### config.mk
export PLATFORM = sky130hd
export DESIGN_NAME = uart_rcv_fifo
export DESIGN_NICKNAME = d
export VERILOG_FILES = /design/src/rtl/uart_rcv_pkg.sv /design/src/rtl/rcv_fifo_buf.sv /design/src/rtl/uart_rcv_fifo.sv
export SDC_FILE = /design/constraint.sdc
export NUM_CORES = 1
export LEC_CHECK = 0
export BUFFER_PORTS_ARGS = -buffer_cell sky130_fd_sc_hd__buf_4
export CORE_MARGIN = 2
export CORE_UTILIZATION = 55
export CTS_CLUSTER_DIAMETER = 150
export DETAILED_ROUTE_END_ITERATION = 6
export GPL_ROUTABILITY_DRIVEN = 0
export HOLD_SLACK_MARGIN = 0.05
export PLACE_DENSITY = 0.74
export SLEW_MARGIN = 0
export SYNTH_ARGS = -nofsm -noshare
export SYNTH_HDL_FRONTEND = slang
export SYNTH_SLANG_ARGS = --single-unit
### constraint.sdc
create_clock -name clk -period 4.9 [get_ports clk]
set_clock_uncertainty 0.05 [all_clocks]
set_input_delay 0.735 -clock clk [delete_from_list [all_inputs] [get_ports clk]]
set_output_delay 0.735 -clock clk [all_outputs]
set_load 0.1 [all_outputs]
### src/rtl/uart_rcv_pkg.sv
// Shared state/parity encodings and lower bounds for the UART receive path.
package uart_rcv_pkg;

    localparam int unsigned MIN_DATA_BITS  = 5;
    localparam int unsigned MIN_BIT_PERIOD = 4;

    typedef enum logic [2:0] {
        StIdle,
        StStart,
        StData,
        StParity,
        StStop,
        StPush
    } rcv_state_e;

    typedef enum logic [1:0] {
        ParNone,
        ParEven,
        ParOdd,
        ParRsvd
    } parity_mode_e;

endpackage

### src/rtl/rcv_fifo_buf.sv
// Synchronous FIFO with a registered head word; the head reads as zero while empty.
module rcv_fifo_buf #(
    parameter int unsigned WIDTH = 10,
    parameter int unsigned DEPTH = 4
) (
    input  logic                     clk,
    input  logic                     n_rst,
    input  logic                     push,
    input  logic                     pop,
    input  logic [WIDTH-1:0]         wdata,
    output logic                     full,
    output logic                     empty,
    output logic [$clog2(DEPTH):0]   count,
    output logic [WIDTH-1:0]         head
);
    localparam int unsigned AW = $clog2(DEPTH);
    localparam int unsigned CW = AW + 1;

    logic [WIDTH-1:0] mem [DEPTH];
    logic [AW-1:0]    rd_q, rd_d, wr_q, wr_d;
    logic [CW-1:0]    cnt_q, cnt_d;
    logic [WIDTH-1:0] head_q, head_d;
    logic             do_push, do_pop;

    assign full  = (cnt_q == CW'(DEPTH));
    assign empty = (cnt_q == '0);
    assign count = cnt_q;
    assign head  = head_q;

    always_comb begin
        do_pop  = pop & ~empty;
        do_push = push & (~full | do_pop);
        rd_d    = rd_q + AW'(do_pop);
        wr_d    = wr_q + AW'(do_push);
        cnt_d   = cnt_q + CW'(do_push) - CW'(do_pop);
        // Once every old entry is gone, the new head can only be the incoming word.
        if (cnt_d == '0) begin
            head_d = '0;
        end else if (cnt_q == CW'(do_pop)) begin
            head_d = wdata;
        end else begin
            head_d = mem[rd_d];
        end
    end

    always_ff @(posedge clk) begin
        if (do_push) begin
            mem[wr_q] <= wdata;
        end
    end

    always_ff @(posedge clk or negedge n_rst) begin
        if (!n_rst) begin
            rd_q   <= '0;
            wr_q   <= '0;
            cnt_q  <= '0;
            head_q <= '0;
        end else begin
            rd_q   <= rd_d;
            wr_q   <= wr_d;
            cnt_q  <= cnt_d;
            head_q <= head_d;
        end
    end

endmodule

### src/rtl/uart_rcv_fifo.sv
// UART receiver: synchroniser, glitch-rejecting start detect, mid-bit sampling and receive FIFO.
// Define UART_RCV_PARITY_EN for the optional parity bit (parity_mode in, parity_error out).
module uart_rcv_fifo
    import uart_rcv_pkg::*;
#(
    parameter int unsigned MAX_DATA_BITS = 8,
    parameter int unsigned FIFO_DEPTH    = 4,
    parameter int unsigned BP_W          = 14
) (
    input  logic                          clk,
    input  logic                          n_rst,
    input  logic                          serial_in,
    input  logic [BP_W-1:0]               bit_period,
    input  logic [3:0]                    data_size,
    input  logic                          data_read,
`ifdef UART_RCV_PARITY_EN
    input  logic [1:0]                    parity_mode,
    output logic                          parity_error,
`endif
    output logic [MAX_DATA_BITS-1:0]      rx_data,
    output logic                          data_ready,
    output logic                          framing_error,
    output logic                          overrun_error,
    output logic                          rx_busy,
    output logic [$clog2(FIFO_DEPTH):0]   fifo_count
);
`ifdef UART_RCV_PARITY_EN
    localparam int unsigned FLAG_W = 2;
`else
    localparam int unsigned FLAG_W = 1;
`endif
    localparam int unsigned ENTRY_W = MAX_DATA_BITS + FLAG_W;

    rcv_state_e               state_q, state_d;
    logic                     sync1_q, sync2_q, line_d_q, line_s, fall;
    logic [BP_W-1:0]          cnt_q, cnt_d, bp_q, bp_d, bp_eff;
    logic [3:0]               ds_q, ds_d, ds_eff, idx_q, idx_d;
    logic [MAX_DATA_BITS-1:0] word_q, word_d;
    logic                     ferr_q, ferr_d, expired, use_par;
    logic                     push, pop, full, empty, overrun_q, overrun_d;
    logic [ENTRY_W-1:0]       wdata, head;
`ifdef UART_RCV_PARITY_EN
    parity_mode_e             par_q, par_d;
    logic                     perr_q, perr_d;

    assign use_par      = (par_q == ParEven) || (par_q == ParOdd);
    assign wdata        = {word_q, ferr_q, perr_q};
    assign parity_error = head[0];
`else
    assign use_par      = 1'b0;
    assign wdata        = {word_q, ferr_q};
`endif

    assign line_s        = sync2_q;
    assign fall          = line_d_q & ~line_s;
    assign expired       = (cnt_q == BP_W'(1));
    assign rx_data       = head[ENTRY_W-1 -: MAX_DATA_BITS];
    assign framing_error = head[FLAG_W-1];
    assign data_ready    = ~empty;
    assign rx_busy       = (state_q != StIdle);
    assign overrun_error = overrun_q;
    assign pop           = data_read & ~empty;

    always_comb begin
        bp_eff = (bit_period < BP_W'(MIN_BIT_PERIOD)) ? BP_W'(MIN_BIT_PERIOD) : bit_period;
        if (data_size < 4'(MIN_DATA_BITS)) begin
            ds_eff = 4'(MIN_DATA_BITS);
        end else if (data_size > 4'(MAX_DATA_BITS)) begin
            ds_eff = 4'(MAX_DATA_BITS);
        end else begin
            ds_eff = data_size;
        end
    end

    always_comb begin
        state_d = state_q;
        cnt_d   = cnt_q;
        bp_d    = bp_q;
        ds_d    = ds_q;
        idx_d   = idx_q;
        word_d  = word_q;
        ferr_d  = ferr_q;
        push    = 1'b0;
`ifdef UART_RCV_PARITY_EN
        par_d   = par_q;
        perr_d  = perr_q;
`endif
        if (state_q != StIdle && state_q != StPush && !expired) begin
            cnt_d = cnt_q - BP_W'(1);
        end
        unique case (state_q)
            StIdle: begin
                if (fall) begin
                    bp_d    = bp_eff;
                    ds_d    = ds_eff;
                    cnt_d   = bp_eff >> 1;
                    idx_d   = '0;
                    word_d  = '0;
                    ferr_d  = 1'b0;
`ifdef UART_RCV_PARITY_EN
                    par_d   = parity_mode_e'(parity_mode);
                    perr_d  = 1'b0;
`endif
                    state_d = StStart;
                end
            end
            StStart: begin
                if (expired) begin
                    cnt_d   = bp_q;
                    state_d = line_s ? StIdle : StData;
                end
            end
            StData: begin
                if (expired) begin
                    cnt_d = bp_q;
                    for (int unsigned i = 0; i < MAX_DATA_BITS; i++) begin
                        if (i == 32'(idx_q)) begin
                            word_d[i] = line_s;
                        end
                    end
                    if (idx_q == ds_q - 4'd1) begin
                        state_d = use_par ? StParity : StStop;
                    end else begin
                        idx_d = idx_q + 4'd1;
                    end
                end
            end
`ifdef UART_RCV_PARITY_EN
            StParity: begin
                if (expired) begin
                    cnt_d   = bp_q;
                    // Even mode flags an odd total of ones; odd mode the reverse.
                    perr_d  = (^word_q ^ line_s) ^ (par_q == ParOdd);
                    state_d = StStop;
                end
            end
`endif
            StStop: begin
                if (expired) begin
                    ferr_d  = ~line_s;
                    state_d = StPush;
                end
            end
            StPush: begin
                push    = 1'b1;
                state_d = StIdle;
            end
            default: state_d = StIdle;
        endcase
    end

    // A simultaneous pop frees the slot, so only push-on-full without a read drops the word.
    always_comb begin
        if (push && full && !data_read) begin
            overrun_d = 1'b1;
        end else if (pop) begin
            overrun_d = 1'b0;
        end else begin
            overrun_d = overrun_q;
        end
    end

    always_ff @(posedge clk or negedge n_rst) begin
        if (!n_rst) begin
            sync1_q   <= 1'b1;
            sync2_q   <= 1'b1;
            line_d_q  <= 1'b1;
            state_q   <= StIdle;
            cnt_q     <= '0;
            bp_q      <= '0;
            ds_q      <= '0;
            idx_q     <= '0;
            word_q    <= '0;
            ferr_q    <= 1'b0;
            overrun_q <= 1'b0;
`ifdef UART_RCV_PARITY_EN
            par_q     <= ParNone;
            perr_q    <= 1'b0;
`endif
        end else begin
            sync1_q   <= serial_in;
            sync2_q   <= sync1_q;
            line_d_q  <= sync2_q;
            state_q   <= state_d;
            cnt_q     <= cnt_d;
            bp_q      <= bp_d;
            ds_q      <= ds_d;
            idx_q     <= idx_d;
            word_q    <= word_d;
            ferr_q    <= ferr_d;
            overrun_q <= overrun_d;
`ifdef UART_RCV_PARITY_EN
            par_q     <= par_d;
            perr_q    <= perr_d;
`endif
        end
    end

    rcv_fifo_buf #(
        .WIDTH (ENTRY_W),
        .DEPTH (FIFO_DEPTH)
    ) u_fifo (
        .clk   (clk),
        .n_rst (n_rst),
        .push  (push),
        .pop   (pop),
        .wdata (wdata),
        .full  (full),
        .empty (empty),
        .count (fifo_count),
        .head  (head)
    );

endmodule
==> results.ini, run 1 <==
[run_status]
status = finished clean

[logic_synthesis]
ys_warn_count = 0
ys_seq_area_frac = 0.5854
synth_top_family_by_area = simple AND/OR/NAND/NOR gates
synth_nets = 441
synth_area_leaders = dfrtp_1 (34%), edfxtp_1 (23%), nand2_1 (6.5%)
syn_area_mm2 = 0.004760
synthDistinctLibCells = 48
syn_inst = 407
synth_common_cells = nand2_1 (82), dfrtp_1 (65), edfxtp_1 (36), nor2_1 (26), inv_1 (14)
synthMuxAreaShare = 0.08675
synth_top_area_frac = 0.3417
synth_area_leader_cell = dfrtp_1
synthArstFlopShare = 0.6538
synth-simple-area-share = 0.1632
synthXorXnorAreaFrac = 0.04180
synth-adder-area-share = 0.03549
syn_area_per_cell_um2 = 11.69
synth_most_common_cell = nand2_1
ys_ff_latch = 104
synth-compound-area-share = 0.06257
ys.flop_type = dfrtp_1
synth_edf_count = 36

[pwr]
combPwrFrac = 0.399
pwr_density_cell_mw_per_mm2 = 552.2
vdd_ir_drop_max_mv = 0.3436
cellLeakagePower_nw = 2.312
power.internal_mw = 1.730
switching_share = 0.4134
switchingPower_mw = 1.219
seq_power_share = 0.411
clockPowerShare = 0.190

[clocking]
insertion_delay_ns = 0.37
cts_buffers = 9
cts_resized = 0
cts-htree-levels = 3
cts-hold-fix-buffers = 0
clk_path_buf_depth = 2
cts_tree = yes
clockRootBuffer = clkbuf_8
postCtsSetupBuffers = 0
clk_pin_slew_ns = 0.10
cts.sinks = 104

[worst_hold_path]
hp-class = register to register

[timing]
slew_headroom = 0.1895
tightest_slew_ns = 1.207
clock.fmax_mhz = 277.9
period_needed_ns = 3.598
setup_violations = 0
hold_violations = 0
tns_ns = 0
slew_violations = 0
timing.final.ws_setup_ns = 1.302
fin_crit_sh = 0.7344
grt_setup_unrepaired = no

[route]
first_iter_violations = 144
num_vias = 3126
ant_nets = 0
viasPerCell = 5.663
dr.pass1.iters = 4
wire_per_inst_um = 16.11
drcViolationCount = 0
wl_um = 8895

[worst_setup_path]
critPathKind = register to register
arrival_ns = 3.76
cp_cell_sequence = or3_1, and2_1, ha_1, inv_1, ha_1, inv_1, fa_1, xnor2_1, xnor2_1, nor3_1, nor2_1
cpMaxStageDelayCell = nor3_1
crit_path_max_fanout = 9
slowest_delay_ns = 0.92
critPathRequiredTime_ns = 5.06
crit_path_end_kind = register
crit_path_start_kind = register

[layout]
multi_input_area_mm2 = 0.001861
n_fill_cell = 631
ff_latch_area_mm2 = 0.002786
nNetsFinal = 476
diodes = 0
drive_gt1_frac = 0.1857
synthToLayoutAreaGrowth_pct = 12.22

[floorplan]
ios = 37
die_w_um = 97.03
die_area_mm2 = 0.009414
die_h_um = 97.03
initial_core_util = 0.5735
core_mm2 = 0.008299
rows = 33

[global_routing]
grt_use_total = 0.2008
grt_start_max_net_pins = 69
grt_first_pass_wirelength_um = 15070
first_global_vias = 3041
antenna_found_initial = 0
grt_overflow = 0

[placed_design]
port_buffers = 36
preCtsSetupSlack_ns = 1.336
place_hpwl_um = 6163

[flow_run]
drv_cap = 0

-- through the flow --
| step | hold slack [ns] | cell area [um2] | power (mW) | cells | util |
|---|---|---|---|---|---|
| global placement | 0.2962 | 5131 | 2.382 | 536 | 0.6183 |
| global route | 0.3154 | 5341 | 3.122 | 552 | 0.6436 |
| detailed placement | 0.2972 | 5131 | 2.416 | 536 | 0.6183 |
| finish | 0.3104 | 5341 | 2.950 | 552 | 0.6436 |
| CTS | 0.3117 | 5341 | 2.976 | 552 | 0.6436 |
| floorplan | 0.2952 | 4760 | 2.143 | 407 | - |
-- critical path, delay by kind of cell, from the launching register on --
family / cells / cell delay [ns]
xor+xnor: 2 / 0.28
simple gates: 4 / 1.71
buf+inv: 2 / 0.14
fa+ha+maj: 3 / 0.79
flops: 1 / 0.46
-- registers in the layout (all words and copies together), names as in the netlist --
| register | flops |
|---|---|
| sync1_q | 1 |
| line_d_q | 1 |
| state_q | 3 |
| bp_q | 14 |
| ds_q | 4 |
| u_fifo.rd_q | 2 |
| u_fifo.wr_q | 2 |
| word_q | 8 |
| ferr_q | 1 |
| line_s | 1 |
| u_fifo.mem | 36 |
| cnt_q | 14 |
| idx_q | 4 |
| u_fifo.count | 3 |
| overrun_error | 1 |
| u_fifo.head | 9 |
-- power by group through the flow --
stage | logic [mW] | clock network, mW | registers [mW]
after floorplan | 0.646 | 0 | 1.50
after global placement | 1.16 | 0 | 1.22
after detailed placement | 1.19 | 0 | 1.23
after CTS | 1.19 | 0.574 | 1.21
after global routing | 1.27 | 0.609 | 1.24
final | 1.18 | 0.562 | 1.21
-- metal layers --
metal,vias up,routed length (um),track usage,share of wire
li1,1512,-,-,-
met1,1542,4246,0.2805,0.48
met2,62,4208,0.3210,0.47
met3,10,320,0.03179,0.036
met4,0,119,0.07476,0.013
met5,-,0,0,0
-- layout make-up --
type	count	share of cell area
sequential	104	0.5217
multi-input combinational	273	0.3483
timing repair buffer	40	0.05622
clock buffer	10	0.02577
tap	105	0.02460
clock inverter	6	0.01359
inverter	14	0.009838
-- layout by cell type (no fill, tap or decap), types with 2 or more instances in the layout --
cell,n
a21o_1,3
a21oi_1,5
a221o_1,3
and2_1,2
and3_1,5
buf_4,40
clkbuf_8,10
dfrtp_1,65
dfstp_2,3
edfxtp_1,36
ha_1,11
inv_1,14
inv_6,4
mux2_2,8
mux2i_1,12
mux4_2,9
nand2_1,82
nand2b_1,3
nand3_1,9
nand4b_1,2
nor2_1,26
nor3_1,11
nor3b_1,2
nor4_1,9
nor4b_1,2
o211ai_1,11
o21ai_0,10
or2_2,2
or3_1,4
or3b_2,2
or4_1,4
xnor2_1,13
xor2_1,7
-- worst paths after layout --
path                       cells after the start             end       startpoint  slack, ns
hold reg to reg                                0          line_s          sync1_q       0.31
min in group asynchronous                      1  u_fifo.head[2]            n_rst       0.40
hold / removal                                 0          line_s          sync1_q       0.31
setup / recovery                              11  u_fifo.head[5]  u_fifo.count[2]       1.30
max in group asynchronous                      1        cnt_q[4]            n_rst       3.84
setup reg to reg                              11  u_fifo.head[5]  u_fifo.count[2]       1.30
-- cell families after synthesis --
| family | after synthesis |
|---|---|
| AO/OA/AOI/OAI | 42 |
| XOR/XNOR | 21 |
| adder cells (fa/ha/maj) | 13 |
| buffers and inverters | 30 |
| flip-flops | 104 |
| multiplexers | 29 |
| AND/OR/NAND/NOR | 168 |
No activity file was read; power rests on OpenSTA's default activity.
==> inputs of run 2 (changes only) <==
Settings changed: ABC_AREA set to 1.
Clock period 4.9 ns to 3.55 ns, I/O delays scaled along.
==> run 2 against run 1 <==
Via count increased by 20%. Synthesized cell count is 36% higher. Total power is 83% higher. Sequential share of layout area decreased by 2.3 points. Utilization decreased by 0.89 points. Flip-flop and latch count is the same. Combinational power increased by 140%. Sequential power is 55% higher. Fmax grew 30%. Wire length up 7.6%.
==> results.ini, run 2 <==
[layout]
reg.largest.list = u_fifo.mem (36), bp_q (14), cnt_q (14)
diodes = 0  ; unchanged
nNetsFinal = 626  ; +32%
drive_gt1_frac = 0.1558  ; -0.02990
final_cell_mix = nand2_1 (122), dfrtp_1 (65), nor2_1 (61)
final_cells = 705  ; +28%
largest_reg_flops = 36  ; unchanged
final_common_cell = nand2_1
top_register = u_fifo.mem
design_area_mm2 = 0.005589  ; +4.6%
synthToLayoutAreaGrowth_pct = 11.23
utilization = 0.6347  ; -0.008903
n_fill_cell = 752  ; +19%

[logic_synthesis]
synth_area_leader_cell = dfrtp_1
synth_common_cells = nand2_1 (122), dfrtp_1 (65), nor2_1 (61), inv_1 (54), nand3_1 (44)
synth-adder-area-share = 0.03137  ; -0.004114
synth-simple-area-share = 0.2383  ; +0.07505
ys.flop_type = dfrtp_1
synth-compound-area-share = 0.08640  ; +0.02384
synth_nets = 587  ; +33%
ys_warn_count = 0  ; unchanged
synthXorXnorAreaFrac = 0.02241  ; -0.01939
synth_top_area_frac = 0.3237  ; -0.01804
synth_area_leaders = dfrtp_1 (32%), edfxtp_1 (22%), nand2_1 (9.1%)
ys_ff_latch = 104  ; unchanged
syn_inst = 553  ; +36%
synthMuxAreaShare = 0.004233  ; -0.08252
ys_seq_area_frac = 0.5545  ; -0.03090
syn_area_per_cell_um2 = 9.086  ; -22%
syn_area_mm2 = 0.005025  ; +5.6%
synth_edf_count = 36  ; unchanged
synthDistinctLibCells = 39  ; -19%
synthArstFlopShare = 0.6538  ; unchanged
synth_most_common_cell = nand2_1
synth_top_family_by_area = simple AND/OR/NAND/NOR gates

[pwr]
power_mw = 5.412  ; +83%
vdd_ir_drop_max_mv = 0.4314  ; +26%
cellLeakagePower_nw = 2.581  ; +12%
pwr_density_cell_mw_per_mm2 = 968.3  ; +75%

[placed_design]
place_hpwl_um = 6725  ; +9.1%
dp_cells = 689  ; +29%
preCtsSetupSlack_ns = 0.7388  ; -0.5972 ns
dpl_cell_area_mm2 = 0.005393  ; +5.1%
port_buffers = 36  ; unchanged

[worst_setup_path]
cp_common_cell = inv_1
r2r-end = u_fifo.head[0]
crit_family = adder cells
critPathKind = register to register
rr_startpoint = u_fifo.count[1]
arrival_ns = 2.97  ; -0.79 ns
crit_end = u_fifo.head[0]
crit_start = u_fifo.count[1]
critical_path_buf_inv_count = 3  ; +1
crit_path_end_kind = register
critPathRequiredTime_ns = 3.74  ; -1.32 ns
worst-path-stages = 10  ; -1
crit_path_start_kind = register
crit_path_max_fanout = 9  ; unchanged
cpMaxStageDelayCell = nor3_2
cp_cell_sequence = nor2_1, a21oi_1, ha_1, inv_1, ha_1, inv_1, fa_1, inv_1, nor3_2, nor2_1
r2r_setup_slack_ns = 0.77  ; -0.53 ns
slowest_delay_ns = 0.51  ; -0.41 ns
r2r_cells = 10  ; -1

[clocking]
cts_tree = yes
clockRootBuffer = clkbuf_8
cts_buffers = 9  ; unchanged
postCtsSetupBuffers = 0  ; unchanged
clk_path_buf_depth = 2  ; unchanged
cts.sinks = 104  ; unchanged
cts_resized = 0  ; unchanged
insertion_delay_ns = 0.38  ; about the same
clk_pin_slew_ns = 0.11  ; about the same
cts-htree-levels = 3  ; unchanged
cts-hold-fix-buffers = 0  ; unchanged

[run_status]
status = finished clean

[route]
first_iter_violations = 177  ; +23%
ant_nets = 0  ; unchanged
viasPerCell = 5.318  ; -6.1%
dr.pass1.iters = 4  ; unchanged
wire_per_inst_um = 13.58  ; -16%
num_vias = 3749  ; +20%
drcViolationCount = 0  ; unchanged
wl_um = 9574  ; +7.6%

[timing]
whs_ns = 0.1812  ; -0.1292 ns
slew_headroom = 0.4300  ; +0.2406
setup_violations = 0  ; unchanged
grt_setup_unrepaired = no
tns_ns = 0  ; unchanged
timing.final.ws_setup_ns = 0.7716  ; -0.5300 ns
slew_violations = 0  ; unchanged
period_needed_ns = 2.778  ; -0.8200 ns
clock.fmax_mhz = 359.9  ; +30%
fin_crit_sh = 0.7826  ; +0.04827
hold_violations = 0  ; unchanged
tightest_slew_ns = 0.8550  ; -0.3516 ns

[global_routing]
grt_overflow = 0  ; unchanged
grt_use_total = 0.2104  ; +0.009602
first_global_vias = 3669  ; +21%
grt_start_max_net_pins = 69  ; unchanged
grt_first_pass_wirelength_um = 16720  ; +11%
antenna_found_initial = 0  ; unchanged

[floorplan]
die_w_um = 99.58  ; +2.6%
die_area_mm2 = 0.009916  ; +5.3%
core_mm2 = 0.008806  ; +6.1%
rows = 34  ; +3.0%
die_h_um = 99.58  ; +2.6%
ios = 37  ; unchanged
initial_core_util = 0.5706  ; -0.002880

[worst_hold_path]
hp-class = primary input to asynchronous set/reset pin

[flow_run]
drv_cap = 0  ; unchanged

[run 2: cell types whose count changed in the layout (fill, tap and decap cells not counted), moves of 14 or more]
cell	previous run	this run
nor2_1	26	61
nand3_1	9	44
o21ai_1	0	14
nand2_1	82	122
o21ai_0	10	33
inv_1	14	54
[run 2: layer usage]
| metal | track usage | wire [um] | up-vias |
|---|---|---|---|
| met5 | 0 | 0 | - |
| met4 | 0.07165 | 153 | 0 |
| met3 | 0.03584 | 293 | 13 |
| met2 | 0.3597 | 4693 | 60 |
| met1 | 0.2733 | 4435 | 1777 |
| li1 | - | - | 1899 |
[run 2: power breakdown]
group	internal, mW	leakage [nW]	switching (mW)
Combinational	0.820	1.29	1.99
Sequential	1.62	1.19	0.263
Clock	0.276	0.0966	0.450
[run 2: final cells by class]
type | instances | area [um2] | area share
clock buffers | 9 | 123.9 | 0.02216
clock inverters | 7 | 72.57 | 0.01298
inverters | 62 | 232.7 | 0.04164
multi-input cells | 373 | 1923 | 0.3441
flip-flops and latches | 104 | 2786 | 0.4985
well taps | 108 | 135.1 | 0.02418
repair buffers | 42 | 315.3 | 0.05641
[run 2: how the worst min path moves through the flow]
stage | startpoint | endpoint | slack, ns
after CTS | serial_in | sync1_q | 0.19
after detailed placement | sync1_q | line_s | 0.30
final | n_rst | u_fifo.head[6] | 0.18
after floorplan | n_rst | bp_q[0] | 0.19
after global placement | sync1_q | line_s | 0.30
after global routing | serial_in | sync1_q | 0.18
[run 2: kinds of logic after synthesis]
| logic type | Yosys count |
|---|---|
| fa+ha+maj | 12 |
| xor+xnor | 12 |
| flops | 104 |
| simple gates | 272 |
| compound gates | 75 |
| buf+inv | 76 |
| mux | 2 |
==> inputs of run 3 (changes only) <==
Clock period 3.55 ns to 2.8 ns, I/O delays scaled along.
==> run 3 against run 2 <==
Die area unchanged. Non-clock buffer count increased by 1. Hold slack got worse by 0.091 ns. Via count decreased by 0.48%. First-iteration DRC count decreased by 13%. Final cell count increased by 0.14%. Critical path depth increased by 1. Final area increased by 0.38%. Utilization increased by 0.24 points. Global-route usage decreased by 0.16 points.
==> results.ini, run 3 (same netlist as run 2, synthesis figures left out) <==
[route]
num_vias = 3731  ; -0.48%
drcViolationCount = 0  ; unchanged
wire_per_inst_um = 13.44  ; -1.0%
first_iter_violations = 154  ; -13%
ant_nets = 0  ; unchanged
viasPerCell = 5.285  ; -0.62%
dr.pass1.iters = 4  ; unchanged
wl_um = 9490  ; -0.88%

[pwr]
switchingPower_mw = 3.376  ; +25%
cellLeakagePower_nw = 2.587  ; +0.25%
power.internal_mw = 3.461  ; +28%
pwr_density_cell_mw_per_mm2 = 1219  ; +26%
switching_share = 0.4938  ; -0.005231
vdd_ir_drop_max_mv = 0.5623  ; +30%
seq_power_share = 0.350  ; +0.003
combPwrFrac = 0.517  ; -0.002
clockPowerShare = 0.133  ; about the same

[timing]
clock.fmax_mhz = 393.5  ; +9.3%
tightest_slew_ns = 0.8777  ; +0.02271 ns
grt_setup_unrepaired = no
tns_ns = 0  ; unchanged
whs_ns = 0.09007  ; -0.09114 ns
slew_violations = 0  ; unchanged
hold_violations = 0  ; unchanged
setup_violations = 0  ; unchanged
fin_crit_sh = 0.9076  ; +0.1250
slew_headroom = 0.4149  ; -0.01514
period_needed_ns = 2.541  ; -0.2371 ns

[layout]
final_cell_mix = nand2_1 (122), dfrtp_1 (62), nor2_1 (61)
diodes = 0  ; unchanged
largest_reg_flops = 36  ; unchanged
final_common_cell = nand2_1
n_fill_cell = 756  ; +0.53%
nNetsFinal = 627  ; +0.16%
synthToLayoutAreaGrowth_pct = 11.65
reg.largest.list = u_fifo.mem (36), bp_q (14), cnt_q (14)
utilization = 0.6371  ; +0.002416
drive_gt1_frac = 0.1622  ; +0.006428
top_register = u_fifo.mem

[clocking]
clk_path_buf_depth = 2  ; unchanged
clk_pin_slew_ns = 0.11  ; about the same
cts_buffers = 9  ; unchanged
cts_tree = yes
cts.sinks = 104  ; unchanged
cts-htree-levels = 3  ; unchanged
clockRootBuffer = clkbuf_8
insertion_delay_ns = 0.37  ; about the same

[global_routing]
grt_use_total = 0.2089  ; -0.001579
grt_first_pass_wirelength_um = 16530  ; -1.2%
grt_util_met3 = 0.04216  ; +0.006325
met1_usage = 0.2715  ; -0.001829
grt_util_met2 = 0.3508  ; -0.008836
first_global_vias = 3640  ; -0.79%
antenna_found_initial = 0  ; unchanged
grt_overflow = 0  ; unchanged
grt_start_max_net_pins = 69  ; unchanged
busiest_layer = met2

[worst_setup_path]
critPathKind = register to register
crit_path_end_kind = register
r2r_cells = 11  ; +1
arrival_ns = 2.76  ; -0.21 ns
critPathRequiredTime_ns = 3.02  ; -0.72 ns
r2r_setup_slack_ns = 0.26  ; -0.51 ns
r2r-end = u_fifo.head[6]
rr_startpoint = u_fifo.count[1]
crit_path_max_fanout = 9  ; unchanged
crit_start = u_fifo.count[1]
crit_end = u_fifo.head[6]
crit_path_start_kind = register

[placed_design]
port_buffers = 36  ; unchanged
place_hpwl_um = 6740  ; +0.22%

[floorplan]
ios = 37  ; unchanged
core_mm2 = 0.008806  ; unchanged
rows = 34  ; unchanged
die_h_um = 99.58  ; unchanged
die_area_mm2 = 0.009916  ; unchanged
initial_core_util = 0.5706  ; unchanged
die_w_um = 99.58  ; unchanged

[worst_hold_path]
holdPathStages = 1
hp-class = primary input to register

[run_status]
status = finished clean

[flow_run]
drv_cap = 0  ; unchanged

-- run 3: cell count changes in the layout (fill, tap and decap cells not counted), sizes merged --
cell,change
buf,+1
inv,+1
clkinvlp,-1
-- run 3: worst min path at each step --
stage                         start      end  slack [ns]
after floorplan               n_rst  bp_q[0]        0.07
after global placement      sync1_q   line_s        0.30
after detailed placement    sync1_q   line_s        0.30
after CTS                 serial_in  sync1_q        0.07
after global routing      serial_in  sync1_q        0.06
final                     serial_in  sync1_q        0.09
-- run 3: final cells by class --
cell class                      instances  area (um2)  area share
Clock buffer                            9       123.9     0.02208
Inverter                               62       232.7     0.04148
Tap cell                              108       135.1     0.02409
Timing Repair Buffer                   43       322.8     0.05754
Multi-Input combinational cell        373        1934      0.3448
Clock inverter                          7       71.32     0.01271
Sequential cell                       104        2790      0.4973
-- run 3: worst max-delay path, cell delays in order, from the launching register on --
cell and delay [ns]:
dfrtp_2 0.46, nor2_1 0.20, a21oi_1 0.15, ha_1 0.33, inv_1 0.07, ha_1 0.13
inv_1 0.05, fa_1 0.49, inv_1 0.07, nor3_2 0.17, buf_4 0.19, nor2_1 0.07
-- run 3: stage by stage --
step           total power [mW]  std cells  setup WS, ns  cell area, um2
4_1_cts                   6.865        706        0.2002            5599
6_report                  6.838        706        0.2587            5610
3_3_place_gp              5.829        690        0.3334            5404
3_5_place_dp              5.942        690        0.2199            5404
2_1_floorplan             5.251        553       0.05467            5029
5_1_grt                   7.408        706       0.07398            5610
-- run 3: what timing repair did --
item | 4_1_cts | 5_1_grt
endpoints found under the hold margin | 0 | 0
hold buffers | 0 | 0
setup buffers | 0 | 0
setup endpoints to repair | 0 | 8
gates resized for setup | 0 | 1
-- run 3: power groups by stage --
| stage | clock network, mW | logic [mW] | registers [mW] |
|---|---|---|---|
| detailed placement | 0 | 3.52 | 2.42 |
| CTS | 0.937 | 3.54 | 2.39 |
| global route | 0.991 | 3.96 | 2.45 |
| global placement | 0 | 3.43 | 2.40 |
| finish | 0.911 | 3.54 | 2.39 |
| floorplan | 0 | 2.27 | 2.99 |
-- run 3: routing by layer --
metal	share of wire	wire length, um	vias to the layer above
met5	0	0	-
met4	0.0096	91	0
met3	0.033	309	9
met2	0.49	4614	67
met1	0.47	4475	1751
li1	-	-	1904
